===== src/rtl/uncached_wbuf.sv =====
// uncached_wbuf: in-order write buffer for uncached stores, drained one at a time as single-beat AXI writes.
// Define WBUF_MERGE_EN to let a store merge into the last-pushed entry instead of allocating a new one.
module uncached_wbuf #(
  parameter int         DEPTH  = 4,
  parameter logic [3:0] AXI_ID = 4'd1
) (
  input  logic        clk,
  input  logic        rst,
  input  logic        wr_valid,
  output logic        wr_ready,
  input  logic [31:0] wr_addr,
  input  logic [31:0] wr_data,
  input  logic [3:0]  wr_strb,
  input  logic [31:0] query_addr,
  output logic        query_hit,
  output logic        empty,
  output logic [3:0]  awid,
  output logic [31:0] awaddr,
  output logic [7:0]  awlen,
  output logic [2:0]  awsize,
  output logic [1:0]  awburst,
  output logic [1:0]  awlock,
  output logic [3:0]  awcache,
  output logic [2:0]  awprot,
  output logic        awvalid,
  input  logic        awready,
  output logic [3:0]  wid,
  output logic [31:0] wdata,
  output logic [3:0]  wstrb,
  output logic        wlast,
  output logic        wvalid,
  input  logic        wready,
  input  logic [3:0]  bid,
  input  logic [1:0]  bresp,
  input  logic        bvalid,
  output logic        bready
);
  localparam int PW = $clog2(DEPTH);
  localparam int CW = $clog2(DEPTH + 1);

  typedef enum logic [1:0] {S_IDLE, S_SEND, S_RESP} state_t;

  state_t           state;
  logic [29:0]      addr_q [DEPTH];
  logic [31:0]      data_q [DEPTH];
  logic [3:0]       strb_q [DEPTH];
  logic [DEPTH-1:0] valid_q;
  logic [PW-1:0]    head, tail;
  logic [CW-1:0]    count;
  logic             push, pop, merge;
  logic [31:0]      load_data;
  logic [3:0]       load_strb;
  logic             unused_ok;

  assign unused_ok = ^{wr_addr[1:0], bid, bresp};

  assign awid    = AXI_ID;
  assign wid     = AXI_ID;
  assign awlen   = 8'd0;
  assign awsize  = 3'b010;
  assign awburst = 2'b01;
  assign awlock  = 2'b00;
  assign awcache = 4'd0;
  assign awprot  = 3'd0;
  assign wlast   = 1'b1;

  assign pop   = (state == S_RESP) && bvalid;
  assign push  = wr_valid && wr_ready && !merge;
  assign empty = (count == '0) && (state == S_IDLE);

`ifdef WBUF_MERGE_EN
  logic [PW-1:0] last;
  logic [31:0]   merged_data;
  logic [3:0]    merged_strb;

  assign last = tail - 1'b1;

  always_comb begin
    merged_data = data_q[last];
    for (int b = 0; b < 4; b++)
      if (wr_strb[b]) merged_data[8*b +: 8] = wr_data[8*b +: 8];
  end

  assign merged_strb = strb_q[last] | wr_strb;

  // An issued head is frozen; a head still in IDLE may merge, so the merged word is forwarded to the load.
  assign merge = wr_valid && wr_ready && (count != '0) &&
                 (addr_q[last] == wr_addr[31:2]) &&
                 !((last == head) && (state != S_IDLE));
  assign load_data = (merge && (last == head)) ? merged_data : data_q[head];
  assign load_strb = (merge && (last == head)) ? merged_strb : strb_q[head];
`else
  assign merge     = 1'b0;
  assign load_data = data_q[head];
  assign load_strb = strb_q[head];
`endif

  always_ff @(posedge clk) begin
    if (push) begin
      addr_q[tail] <= wr_addr[31:2];
      data_q[tail] <= wr_data;
      strb_q[tail] <= wr_strb;
    end
`ifdef WBUF_MERGE_EN
    else if (merge) begin
      data_q[last] <= merged_data;
      strb_q[last] <= merged_strb;
    end
`endif
  end

  always_comb begin
    query_hit = 1'b0;
    for (int i = 0; i < DEPTH; i++)
      if (valid_q[i] && (addr_q[i] == query_addr[31:2])) query_hit = 1'b1;
  end

  // head == tail with a push and pop together cannot happen: push needs !full, pop needs count != 0.
  always_ff @(posedge clk or posedge rst) begin
    if (rst) begin
      head     <= '0;
      tail     <= '0;
      count    <= '0;
      valid_q  <= '0;
      wr_ready <= 1'b1;
    end else begin
      if (push) begin
        tail          <= tail + 1'b1;
        valid_q[tail] <= 1'b1;
      end
      if (pop) begin
        head          <= head + 1'b1;
        valid_q[head] <= 1'b0;
      end
      case ({push, pop})
        2'b10: begin
          count    <= count + 1'b1;
          wr_ready <= (count + 1'b1) != CW'(DEPTH);
        end
        2'b01: begin
          count    <= count - 1'b1;
          wr_ready <= 1'b1;
        end
        default: ;
      endcase
    end
  end

  always_ff @(posedge clk or posedge rst) begin
    if (rst) begin
      state   <= S_IDLE;
      awvalid <= 1'b0;
      wvalid  <= 1'b0;
      bready  <= 1'b0;
      awaddr  <= '0;
      wdata   <= '0;
      wstrb   <= '0;
    end else begin
      case (state)
        S_IDLE: begin
          if (count != '0) begin
            awaddr  <= {addr_q[head], 2'b00};
            wdata   <= load_data;
            wstrb   <= load_strb;
            awvalid <= 1'b1;
            wvalid  <= 1'b1;
            state   <= S_SEND;
          end
        end
        S_SEND: begin
          if (awready) awvalid <= 1'b0;
          if (wready)  wvalid  <= 1'b0;
          if ((!awvalid || awready) && (!wvalid || wready)) begin
            bready <= 1'b1;
            state  <= S_RESP;
          end
        end
        S_RESP: begin
          if (bvalid) begin
            bready <= 1'b0;
            state  <= S_IDLE;
          end
        end
        default: state <= S_IDLE;
      endcase
    end
  end

endmodule


===== config.mk =====
export PLATFORM = sky130hd
export DESIGN_NAME = uncached_wbuf
export DESIGN_NICKNAME = d
export VERILOG_FILES = /design/src/rtl/uncached_wbuf.sv
export SDC_FILE = /design/constraint.sdc
export NUM_CORES = 1
export LEC_CHECK = 0
export ABC_AREA = 0
export CAP_MARGIN = 20
export CORE_UTILIZATION = 40
export DETAILED_ROUTE_END_ITERATION = 8
export SLEW_MARGIN = 10
export SYNTH_ARGS = -nofsm -noshare
export SYNTH_HDL_FRONTEND = slang
export SYNTH_SLANG_ARGS = --single-unit

===== constraint.sdc =====
create_clock -name clk -period 4.5 [get_ports clk]
set_input_delay 0.45 -clock clk [delete_from_list [all_inputs] [get_ports clk]]
set_output_delay 0.45 -clock clk [all_outputs]
set_load 0.1 [all_outputs]

== Yosys cells after proc, flatten, opt, wreduce, memory -nomap -nowiden ==
Memories as Yosys holds them, arrays and structs flattened. A register that Yosys moved wholly into a read port is not among the register bits.
Index checks and enable logic that the tools add are counted.

* Add/sub/neg operators: 4
* Order comparisons: 4
* Eq/ne operators: 14
* Muxes and demuxes: 26
* Bitwise gates (word level): 3
* Reduce and logical (&&, ||, !) cells: 25

{| class="wikitable"
|+ Operators by type and width
! kind !! count
|-
| 30-bit == test || 4
|-
| 1-bit two-way mux || 13
|-
| 3-bit AND reduction || 4
|-
| 1-bit logical AND || 10
|-
| 4-bit two-way mux || 2
|-
| 2-bit != test (second input constant) || 4
|-
| 1-bit one-hot mux with 2 select lines || 4
|-
| 2-bit by 3-bit < comparator with 1-bit output (second input constant) || 2
|-
| 2-bit two-way mux || 3
|-
| 2-bit one-hot mux with 3 select lines || 1
|-
| 3-bit one-hot mux with 2 select lines || 1
|-
| 2-bit nonzero test || 3
|-
| 2-bit by 1-bit adder with 2-bit output (second input constant) || 2
|-
| 4-bit bitwise AND || 1
|-
| 1-bit demux with 2-bit select || 2
|-
| 2-bit by 1-bit == test with 1-bit output (second input constant) || 2
|-
| 2-bit == test (second input constant) || 2
|-
| 2-bit by 1-bit >= comparator with 1-bit output (second input constant) || 2
|-
| 4-bit inverter || 1
|-
| 4-bit OR || 1
|-
| 3-bit by 1-bit adder with 3-bit output (second input constant) || 1
|-
| 3-bit logical NOT || 1
|-
| 3-bit != test (second input constant) || 1
|-
| 3-bit nonzero test || 1
|-
| other kinds (6) || 8
|}

* Flip-flop bits (word level): 17
* Memory bits (writable): 264
* Output and inout bits: 105
* Memories: 3

{| class="wikitable"
|+ Memories
! memory !! words !! width !! read ports !! clocked after memory_dff !! write ports !! RTL line !! RTL
|-
| data_q || 4 || 32 || 1 || 1 || 1 || 45 || <nowiki>logic [31:0] data_q [DEPTH];</nowiki>
|-
| addr_q || 4 || 30 || 5 || 1 || 1 || 44 || <nowiki>logic [29:0] addr_q [DEPTH];</nowiki>
|-
| strb_q || 4 || 4 || 1 || 1 || 1 || 46 || <nowiki>logic [3:0] strb_q [DEPTH];</nowiki>
|}

== Depth between registers and ports, before layout ==
Gate-level depths: netlist (run 1).

* Word-level depth: 8
* Mapped depth: 7
* Gate-level depth less buffers: 6

== Worst setup path before layout (run 1) ==
OpenSTA, ideal clock, no wires.

* Kind: flip-flop to output port
* From: register count[0]
* To: output empty
* Data arrival time: 2711 ps
* Data required time: 4050 ps
* Slack: 1339 ps
* Cell stages (with the launch flop): 5
* Buffers on the path: 0
* Path through: dfrtp_1 -> inv_1 -> ha_1 -> nand2b_1 -> nor3_1

* Cells in the longest elaborated chain, start to end: 2

{| class="wikitable"
|+ RTL lines
! what !! RTL line !! RTL
|-
| start, declared || 49 || <nowiki>logic [CW-1:0] count;</nowiki>
|-
| start signal, assigned || 137 || <nowiki>count <= count + 1'b1;</nowiki>
|-
| start signal, assigned || 141 || <nowiki>count <= count - 1'b1;</nowiki>
|-
| 3-bit logical NOT || 69 || <nowiki>assign empty = (count == '0) && (state == S_IDLE);</nowiki>
|-
| 1-bit logical AND || 69 ||
|-
| end, declared || 16 || <nowiki>output logic empty,</nowiki>
|}

No other way between the ends.

== Worst setup path in the final report (run 1) ==
Same ends and word-level chain as after synthesis.

==> results of run 1 <==
## through the flow
stage                     power, mW  cells  hold slack, ps
after CTS                     14.55   1463           372.3
after global routing          14.97   1463           391.2
after global placement        11.21   1392           482.7
after floorplan               9.667    814           473.9
after detailed placement      11.27   1392           478.9
final                         14.34   1467           354.7
## flip-flops by register name, indices dropped and copies added (netlist names)
signal	flops
count	3
state	2
wr_ready	1
data_q	128
awvalid	1
tail	2
addr_q	120
wvalid	1
valid_q	4
head	2
strb_q	16
wstrb	4
awaddr	30
bready	1
wdata	32
## area by class of cell
type	instances	area (µm²)	share of cell area (%)
Multi-Input combinational cell	386	4124	23.00
Clock buffer	55	1139	6.349
Sequential cell	347	10010	55.84
Antenna cell	4	10.01	0.05582
Clock inverter	16	188.9	1.054
Timing Repair Buffer	188	1842	10.27
Inverter	10	40.04	0.2233
Tap cell	461	576.8	3.216
## placed cells by master (no fill, tap or decap), types with 9 or more instances in the layout
cell type | Yosys | layout
inv_1 | 10 | 9
mux4_2 | 66 | 66
mux2_2 | 67 | 67
xnor2_1 | 81 | 81
nor4_1 | 16 | 16
edfxtp_1 | 264 | 264
nand2_1 | 16 | 15
buf_4 | 33 | 16
conb_1 | 2 | 33
nand4_1 | 25 | 25
clkbuf_16 | 0 | 41
ha_1 | 13 | 13
clkdlybuf4s50_1 | 0 | 172
dfrtp_1 | 82 | 80
xor2_1 | 45 | 45
## critical path, cell delays in order, from the launching register on
cell and delay, ps:
dfrtp_1 420, inv_1 100, ha_1 140, nand2b_1 100, nor3_1 210, clkdlybuf4s50_1 1180
## kinds of logic after synthesis
logic type      Yosys count  share of synthesized area, %
other cells               2                       0.05192
flops                   347                         69.17
mux                     134                         15.56
buf+inv                  81                         3.313
simple gates             70                         2.690
compound gates           10                        0.4584
fa+ha+maj                13                         1.124
xor+xnor                126                         7.629
## final timing paths
path                       startpoint         to
hold reg to reg                bready     bready
hold / removal                    rst  wdata[21]
min in group clk               bready     bready
max in group asynchronous         rst   wr_ready
setup reg to reg             count[0]  wdata[14]
setup / recovery             count[0]      empty
## where the power goes
group          leakage (nW)  switching (mW)  internal [mW]
clock                 0.656            1.24           2.00
combinational          2.20            3.98           2.07
sequential             3.38           0.620           4.44
total                  6.23            5.84           8.50
## per-layer routing
| layer | vias up | share of wire [%] | global-route usage [%] |
|---|---|---|---|
| met2 | 208 | 49 | 29.79 |
| met1 | 3763 | 43 | 23.39 |
| met3 | 51 | 6.1 | 3.928 |
| met5 | - | 0.090 | 0 |
| li1 | 3328 | - | - |
| met4 | 4 | 2.2 | 5.148 |
==> results.md, run 1 <==
- Post-CTS setup buffer count: 0
- Flops & latches, synth: 347
- Cell count after synthesis: 783
- Vias: 7354
- Final setup fails: 0
- Area growth syn-to-layout: 23.98%
- Routed Antenna Nets: 0
- DP Wirelength: 20.78 mm
- CTS tree: done
- Final Critical Period: slightly above 3000 ps
- Cell Area, Synth: 0.01447 mm²
- CP endpoint kind: primary output
- Initial Util: approximately two fifths
- RSZ-0062 raised after global routing: no
- Max_cap viols: 0
- Critical Path Fanout Max: 4
- Final Max Slew Viols: 0
- Pwr dens: about 800 mW/mm²
- DRC viols: 0
- Status: finished, final reports clean
- Total congestion overflow: 0
- Kind of critical path: flop to primary output
- Main synth FF type: edfxtp_1
- First-pass GRT wire length: 47.64 mm
- Fmax: roughly 320 MHz
- Die span in x: just under 200 µm
- Final Hold Vio Count: 0
- DR vias/cell: 5.013
- Clock tree buffer depth: 3
- Reg2reg path depth: 6
- Worst Path Required: about 4100 ps
- # IOs: 217
- Area leader, netlist: edfxtp_1
- Fraction of layout cells with a size suffix above 1: 21.96%
- Hold Path Class: input pin to async pin
- Number of global-route vias before repair: 7711
- Clk root buf: clkbuf_16
- Internal reg-to-reg setup slack: 2120 ps
- Largest net degree at the start of global routing: 58
- Most frequent cell after synthesis: edfxtp_1
- Most frequent cells after synthesis: edfxtp_1, dfrtp_1, xnor2_1
- Worst-Skew Late Latency: 520 ps
- Die ar.: 0.03693 mm²
- Post-place setup slack: about 1500 ps
- DP Area: 0.01660 mm²
- Final Core Density: 50.42%
- Synth Area per Inst: 18.47 µm²
- IO buf count: 173
- Post-layout nets: 1097
- Synth top area cells: edfxtp_1, dfrtp_1, mux4_2
- Final Skew: 12.79 ps
- Final instance area: 0.01793 mm²
- Arrival @ worst endpoint: 2670 ps
- Die Y: 192.2 µm
- Setup_tns: 0 ps
- WL/cell: 22.07 µm
- GP Congestion: approximately 0.77
- Clock sink count: 347
- Top-area cell type share of the netlist area: 54.80%
- 1st-iter DRT viols: roughly 390
- Actual slew at the worst max-slew pin: 1048 ps
- Max_slew headroom: 29.92%
- Post_cts resized: 0
- CTS Buf Count: 39
- Clk slew on worst S/H paths: 60 ps
- Initial antenna violation count: 6
- Synth cell types: 30
- Max rail drop VDD: about 0.00058 V
- DRT Wirelength: around 32 mm
- Row cnt: 69
- Fin worst setup slack: 1381 ps
- Final period util: 69.32%
- Fillers: 2978
- Leakage: slightly above 6 nW
- Crit start category: flop
- EDFF count, synth: 264
- Number of detailed-route iterations in the first pass: 4
- Ys async rst share: roughly a quarter
- CTS Hold Bufs: 0
- Yosys warnings: 0
- CTS H-Tree Depth: 2
- Global Route Usage Sum: 17.86%
- Register area share after synthesis: 69.17%
- Core area: 0.03557 mm²
(Power assumes the default switching activity.)
==> run 2, diff against run 1 <==
==> constraint.sdc (replaced) <==
create_clock -name clk -period 3.1 [get_ports clk]
set_input_delay 0.31 -clock clk [delete_from_list [all_inputs] [get_ports clk]]
set_output_delay 0.31 -clock clk [all_outputs]
set_load 0.1 [all_outputs]
==> run 2 against run 1 <==
Effect of this change:
- via count is 0.15% lower
- first-iteration DRC count is 4.4% lower
- sequential share of layout area is 0.094 points higher
- cell count is 0.20% higher
- final area is 0.17% lower
==> results.md, run 2 (same netlist as run 1, synthesis figures left out) <==
- Clk root buf: clkbuf_16
- Final Core Density: slightly above 50%
- Vias: around 7300
- First-pass GRT wire length: between 40 and 50 mm
- Area growth syn-to-layout: 23.77%
- Family with the most delay on the worst path: simple AND/OR/NAND/NOR gates
- Post-layout nets: 1100
- Critical Path Fanout Max: 2
- Routed Antenna Nets: 0
- DRT Wirelength: 31.66 mm
- Flip-flop count of the largest register after layout: 128
- Register with the most flip-flops: data_q
- Crit start category: flop
- Initial Util: 40.67%
- Arrival @ worst endpoint: about 2400 ps
- Int Power: 12.11 mW
- Max_cap viols: 0
- Leakage: 6.253 nW
- Crit path buf inv count: 1
- Row cnt: 69
- Largest net degree at the start of global routing: 46
- Hold Path Class: input pin to async pin
- Switch Pwr: 8.414 mW
- Pwr dens: 1146 mW/mm²
- Number of detailed-route iterations in the first pass: 5
- Setup_tns: 0 ps
- Final period util: 86.93%
- Commonest non-fill, non-tap cell in the layout: edfxtp_1
- CTS H-Tree Depth: 2
- Post-CTS setup buffer count: 0
- Crit path top cell by count: nand4_1
- Max_slew headroom: between 30% and 40%
- Final Max Slew Viols: 0
- Largest registers: data_q x128, addr_q x120, wdata x32
- Global Route Usage Sum: between 15 and 20%
- RSZ-0062 raised after global routing: no
- Final Skew: 13.55 ps
- Max rail drop VDD: 0.0007566 V
- Initial antenna violation count: 5
- CTS Hold Bufs: 0
- Max incr delay on CP: 420 ps
- Fillers: 2984
- WL/cell: between 20 and 25 µm
- CP endpoint kind: primary output
- Core area: ~0.036 mm²
- Die ar.: around 0.037 mm²
- Actual slew at the worst max-slew pin: approximately 1000 ps
- Fraction of layout cells with a size suffix above 1: between 20 and 25%
- Clk slew on worst S/H paths: 60 ps
- Worst Path Required: about 2800 ps
- Clock Power Share: 21.2%
- Most frequent cells in the layout: edfxtp_1, clkdlybuf4s50_1, xnor2_1
- Final Hold Vio Count: 0
- Post_cts resized: 0
- Share of power burned in registers: 35.4%
- Gate power share: 43.4%
- 1st-iter DRT viols: ~370
- Fmax: between 300 and 400 MHz
- GP Congestion: 0.7589
- Total congestion overflow: 0
- DP Wirelength: approximately 21 mm
- Final Critical Period: 2695 ps
- DP Area: roughly 0.017 mm²
- Final instance area: 0.01790 mm²
- Net Sw Frac: 41.00%
- Worst path cell trace: xnor2_1, nand4_1, nor4_1, nand4_1, nand4_1, buf_12
- Critical-path top delay cell: nor4_1
- IO buf count: around 170
- DR vias/cell: approximately 5
- Kind of critical path: flop to primary output
- Final setup fails: 0
- Clock sink count: 347
- Clock tree buffer depth: 3
- # IOs: between 200 and 250
- CTS Buf Count: 38
- Number of global-route vias before repair: 7689
- Die Y: 192.2 µm
- DRC viols: 0
- CTS tree: done
- Die span in x: 192.2 µm
- Status: finished, final reports clean
- Worst-Skew Late Latency: about 520 ps
==> run 2: cell count changes in the layout (fill, tap and decap cells not counted), moves of 3 or more <==
cell	change
buf_12	+10
buf_4	+24
bufinv_16	-3
clkbuf_1	+6
clkbuf_8	-3
clkdlybuf4s50_1	-30
clkinv_1	+5
clkinv_2	-4
==> run 2: layer usage <==
metal	share of wire (%)	global-route usage, %	vias to the layer above
met5	0.054	0	-
met4	1.9	4.452	2
met3	5.5	3.892	49
li1	-	-	3330
met2	48	28.33	191
met1	44	23.30	3771
==> run 2: worst paths after layout <==
check | start | endpoint | slack, ps | depth (start not counted)
max | addr_q[2][24] | query_hit | 410 | 6
min reg2reg | bready | bready | 490 | 2
max reg2reg | head[0] | wdata[16] | 930 | 3
min | rst | wdata[31] | 230 | 2
min in group clk | bvalid | state[1] | 390 | 2
max in group asynchronous | rst | wdata[16] | 2100 | 3
==> run 2: cell type report <==
type                    instances  area [µm²]  share of cell area [%]
diodes                          4       10.01                 0.05591
clock buffers                  59        1145                   6.395
clock inverters                11       72.57                  0.4053
inverters                      10       40.04                  0.2236
multi-input cells             386        4124                   23.03
flip-flops and latches        347       10010                   55.93
well taps                     461       576.8                   3.222
repair buffers                192        1922                   10.73
==> run 2: power by group through the flow <==
stage                     sequential [mW]  combinational, mW  clock (mW)
after floorplan                      10.4               3.60           0
after global placement               7.34               9.01           0
after detailed placement             7.38               9.04           0
after CTS                            7.29               9.06        4.46
after global routing                 7.41               9.37        4.65
final                                7.26               8.91        4.35
==> run 2: stage by stage <==
stage               instances  setup slack (ps)  total power [mW]  hold WS [ps]
floorplan                 814             76.99             14.03         408.9
global placement         1396             529.0             16.35         484.8
detailed placement       1396             502.0             16.41         485.5
CTS                      1466             422.0             20.81         272.8
global route             1466             293.1             21.42         278.6
finish                   1470             405.3             20.52         232.2
